===== src/rtl/am25ls377_ldarb.sv =====
// am25ls377_ldarb: arbitrates four requesters onto one shared bus feeding four
// enable-loaded octal registers. Define AM25LS377_LDARB_RR_EN for round-robin, else fixed priority.
`default_nettype none

module am25ls377_ldarb #(
    parameter int WIDTH = 8
) (
    input  logic               clk,
    input  logic               rst_,
    input  logic [3:0]         req,
    input  logic [7:0]         addr,
    input  logic [4*WIDTH-1:0] din,
    output logic [WIDTH-1:0]   d,
    output logic [3:0]         e_,
    output logic [3:0]         ack,
    output logic               busy
);

    typedef enum logic [1:0] {
        S_IDLE = 2'd0,
        S_LOAD = 2'd1,
        S_ACK  = 2'd2
    } state_t;

    state_t           state_q, state_d;
    logic [WIDTH-1:0] d_q, d_d;
    logic [3:0]       e_q, e_d;
    logic [3:0]       ack_q, ack_d;
    logic             busy_q, busy_d;
    logic [1:0]       grant_q, grant_d;
    logic [1:0]       win_idx;
    logic             win_valid;

`ifdef AM25LS377_LDARB_RR_EN
    logic [1:0] ptr_q, ptr_d;
    logic [1:0] cand;

    // Scan farthest-first so the index closest to the pointer overrides.
    always_comb begin
        win_valid = 1'b0;
        win_idx   = ptr_q;
        cand      = ptr_q;
        for (int k = 3; k >= 0; k--) begin
            cand = ptr_q + 2'(k);
            if (req[cand]) begin
                win_valid = 1'b1;
                win_idx   = cand;
            end
        end
    end

    always_comb begin
        ptr_d = ptr_q;
        if (state_q == S_IDLE && win_valid) begin
            ptr_d = win_idx + 2'd1;
        end
    end

    always_ff @(posedge clk or negedge rst_) begin
        if (!rst_) begin
            ptr_q <= 2'd0;
        end else begin
            ptr_q <= ptr_d;
        end
    end
`else
    always_comb begin
        win_valid = 1'b0;
        win_idx   = 2'd0;
        for (int k = 3; k >= 0; k--) begin
            if (req[k]) begin
                win_valid = 1'b1;
                win_idx   = 2'(k);
            end
        end
    end
`endif

    always_comb begin
        state_d = state_q;
        d_d     = d_q;
        e_d     = 4'b1111;
        ack_d   = 4'b0000;
        grant_d = grant_q;
        case (state_q)
            S_IDLE: begin
                if (win_valid) begin
                    state_d = S_LOAD;
                    d_d     = din[WIDTH*win_idx +: WIDTH];
                    e_d     = ~(4'b0001 << addr[2*win_idx +: 2]);
                    grant_d = win_idx;
                end
            end
            S_LOAD: begin
                state_d = S_ACK;
                ack_d   = 4'b0001 << grant_q;
            end
            S_ACK: begin
                state_d = S_IDLE;
            end
            default: begin
                state_d = S_IDLE;
            end
        endcase
        busy_d = (state_d != S_IDLE);
    end

    always_ff @(posedge clk or negedge rst_) begin
        if (!rst_) begin
            state_q <= S_IDLE;
            d_q     <= '0;
            e_q     <= 4'b1111;
            ack_q   <= 4'b0000;
            busy_q  <= 1'b0;
            grant_q <= 2'd0;
        end else begin
            state_q <= state_d;
            d_q     <= d_d;
            e_q     <= e_d;
            ack_q   <= ack_d;
            busy_q  <= busy_d;
            grant_q <= grant_d;
        end
    end

    assign d    = d_q;
    assign e_   = e_q;
    assign ack  = ack_q;
    assign busy = busy_q;

endmodule

`default_nettype wire


===== config.mk =====
export PLATFORM = sky130hd
export DESIGN_NAME = am25ls377_ldarb
export DESIGN_NICKNAME = d
export VERILOG_FILES = /design/src/rtl/am25ls377_ldarb.sv
export SDC_FILE = /design/constraint.sdc
export NUM_CORES = 1
export LEC_CHECK = 0
export BUFFER_PORTS_ARGS = -buffer_cell sky130_fd_sc_hd__buf_2
export CORE_ASPECT_RATIO = 0.5
export CORE_MARGIN = 3
export CORE_UTILIZATION = 33
export DETAILED_ROUTE_END_ITERATION = 8
export PLACE_DENSITY = 0.66
export RECOVER_POWER = 50
export SYNTH_ARGS = -nofsm -noshare
export SYNTH_HDL_FRONTEND = slang
export SYNTH_SLANG_ARGS = --single-unit

===== constraint.sdc =====
create_clock -name clk -period 1.7 [get_ports clk]
set_clock_uncertainty 0.15 [all_clocks]
set_input_delay 0.34 -clock clk [delete_from_list [all_inputs] [get_ports clk]]
set_output_delay 0.34 -clock clk [all_outputs]
set_load 0.05 [all_outputs]

==> metrics.md <==
| Metric | Value |
|---|---|
| Outcome | `finished clean` |
| Largest net degree at the start of global routing | `22` |
| Clock buffer depth | `2` |
| Starting DRT DRC Count | `38` |
| Area of the mapped netlist | `1040 um^2` |
| Vias in the first global route | `1002` |
| Setup Viol. Count Final | `0` |
| Fmax | `0.653 GHz` |
| WS Path Type | `reg2out` |
| Area growth syn-to-layout | `47.6%` |
| Met3 GRT Util | `4.15%` |
| Hold Violations, Final | `0` |
| Worst vdd ir | `0.708 mV` |
| Worst reg2reg path depth | `2` |
| Sequential fraction of the synthesis area | `51.2%` |
| Tot Pwr | `2.37 mW` |
| Synthesis warning total | `0` |
| Worst Setup Start Kind | `register` |
| Core ar. | `2780 um^2` |
| Post-synthesis cell type count | `35` |
| GRT Total Usage | `15.3%` |
| Synth area leader | `dfrtp_1` |
| Multi-input gate area | `467 um^2` |
| CP startpoint | `busy` |
| Final Cycle Share | `90.1%` |
| RSZ-0062 raised after global routing | `no` |
| Critical path arrival | `1.04 ns` |
| R2R Path Start | `state_q[1]` |
| Worst Path Buf+Inv | `1` |
| Grt total ovfl | `0` |
| Crit-path cells | `clkbuf_1` |
| Die area | `3890 um^2` |
| First-pass GRT wire length | `4.57 mm` |
| Static leakage | `0.785 nW` |
| Dpl hpwl | `2.36 mm` |
| End of the worst register-to-register path | `e_[2]` |
| Chip width | `85.2 um` |
| CTS buffer count | `3` |
| Worst setup endpoint | `busy` |
| Setup ws final | `0.169 ns` |
| Die H | `45.6 um` |
| IO Pins | `63` |
| Vias | `1028` |
| CTS tree | `built` |
| Worst-margin pin slew | `0.595 ns` |
| Setup crit end kind | `primary output` |
| Most common cell after layout, fill and taps aside | `buf_2` |
| Fillers | `274` |
| Syn Area/Cell | `10.7 um^2` |
| Leading cell types in the layout, fill and taps excluded | `60 x buf_2, 17 x dfrtp_1, 15 x buf_4` |
| Worst skew pair latency | `0.27 ns` |
| Initial Util | `37.2%` |
| Worst-path clk slew | `0.07 ns` |
| Final wirelength | `2.92 mm` |
| Power per Cell Area | `1550 nW/um^2` |
| #FFs+latches synth | `21` |
| Setup Slack @ Placement | `-0.0581 ns` |
| Port Buffers | `62` |
| CTS Root Cell | `clkbuf_8` |
| Rows | `13` |
| Initial antenna violation count | `0` |
| Via-to-Cell Ratio | `4.90` |
| Layout cell share with drive strength beyond 1 | `50.3%` |
| Slew Limit Fails | `0` |
| FF/Latch Area | `531 um^2` |
| Post-CTS Setup Bufs | `0` |
| Gpl congestion | `0.758` |
| Data required, critical path | `1.21 ns` |
| CP delay by family, top | `buffers and inverters` |
| # DRC | `0` |
| Ranking of synthesized cells by area | `dfrtp_1 41%, dfstp_2 10%, mux2i_1 5.8%` |
| Post-CTS Resized | `0` |
| Top-area cell type share of the netlist area | `41.1%` |
| Worst Path Max Fanout | `1` |
| Antenna diodes | `0` |
| Max_cap viols | `0` |
| GR Layer Usage met2 | `27.5%` |
| H-tree levels | `1` |
| Reg2Reg Setup Slack | `0.21 ns` |
| Slew HR | `60.5%` |
| Synth Instances | `97` |
| Remaining antenna violation count | `0` |
| Final routed wire length divided by cell count | `13.9 um` |
| Cell count along the critical path | `1` |
| Slowest cell delay on critical path | `0.46 ns` |
| Mapped Nets | `143` |
| Critical path's slowest cell | `clkbuf_1` |
| Busiest grt layer | `met2` |
| Fin crit period | `1.53 ns` |
| Fin Setup TNS | `0 ns` |
| Clk sinks | `21` |
| Final net count | `220` |
| GR Util met1 | `19.1%` |
| HP Class | `in2reg` |
| Pre-antenna DRT Iters | `4` |
[final cells by class]
| cell class | count | area share [%] |
|---|---|---|
| clock buffer | 3 | 2.70 |
| clock inverter | 1 | 0.327 |
| inverter | 2 | 0.491 |
| multi-input combinational | 68 | 30.5 |
| sequential | 21 | 34.7 |
| tap | 37 | 3.03 |
| timing repair buffer | 78 | 28.2 |
[power breakdown]
| part | internal [mW] | total (mW) | switching [mW] |
|---|---|---|---|
| sequential | 0.702 | 0.813 | 0.112 |
| clock | 0.163 | 0.330 | 0.166 |
| combinational | 0.350 | 1.23 | 0.877 |
| total | 1.22 | 2.37 | 1.15 |
[how the worst min path moves through the flow]
stage | startpoint | end | cells past startpoint
6_report | din[7] | d[7] | 3
5_1_grt | din[7] | d[7] | 3
4_1_cts | din[7] | d[7] | 3
3_5_place_dp | rst_ | ack[1] | 1
3_3_place_gp | rst_ | ack[1] | 1
2_1_floorplan | rst_ | ack[0] | 0
[cell usage after synthesis]
cell type	instances
mux2i_1	6
nand2_1	10
buf_2	3
nand2b_1	2
o221ai_1	6
nor3_1	1
or4b_1	1
inv_2	1
o21bai_1	1
a222oi_1	2
and3_1	1
a22o_1	2
o22a_1	1
buf_4	1
nor2b_1	3
a221oi_4	1
o211ai_1	2
dfstp_2	4
a21boi_1	1
buf_1	1
nand3b_1	2
o21ai_1	1
nor4_1	2
inv_1	1
a22oi_1	6
dfrtp_1	17
or3_1	1
or2_2	1
o21ai_0	1
nor2_1	8
nand3_1	1
or2_4	1
a21oi_1	3
nor3b_1	1
clkbuf_2	1
[timing repair]
item                       in CTS  in global routing
hold buffers                    1                  0
hold endpoints to repair       17                  0
setup endpoints to repair       0                  0
[logic make-up after synthesis]
kind of cell           count (synthesis)  synth area share (%)
buffers and inverters                  8                  3.74
AO/OA/AOI/OAI                         27                  21.7
AND/OR/NAND/NOR                       35                  17.5
flip-flops                            21                  51.2
multiplexers                           6                  5.80
[state kept, by name, indices dropped and copies added, names as in the netlist]
signal / cells
busy: 1
e_: 4
d: 8
ack: 4
grant_q: 2
state_q: 2
[stage by stage]
stage	util [%]	hold WS [ns]	cell area, um^2	cells
after CTS	55.0	0.232	1530	210
final	55.0	0.245	1530	210
after global routing	55.0	0.240	1530	210
after detailed placement	53.0	0.163	1470	205
after global placement	53.0	0.163	1470	205
after floorplan	-	-0.106	1040	97
[routing by layer]
layer	vias up	part of all wire, %
met4	0	0.79
met3	5	6.2
met2	33	47
li1	517	-
met5	-	0
met1	473	46
[worst reg2reg max path: stages, from the launching register on]
cell and delay (ns):
dfrtp_1 0.42, or2_2 0.33, or4b_1 0.52
Note: power is estimated with default switching activity, not from simulation.
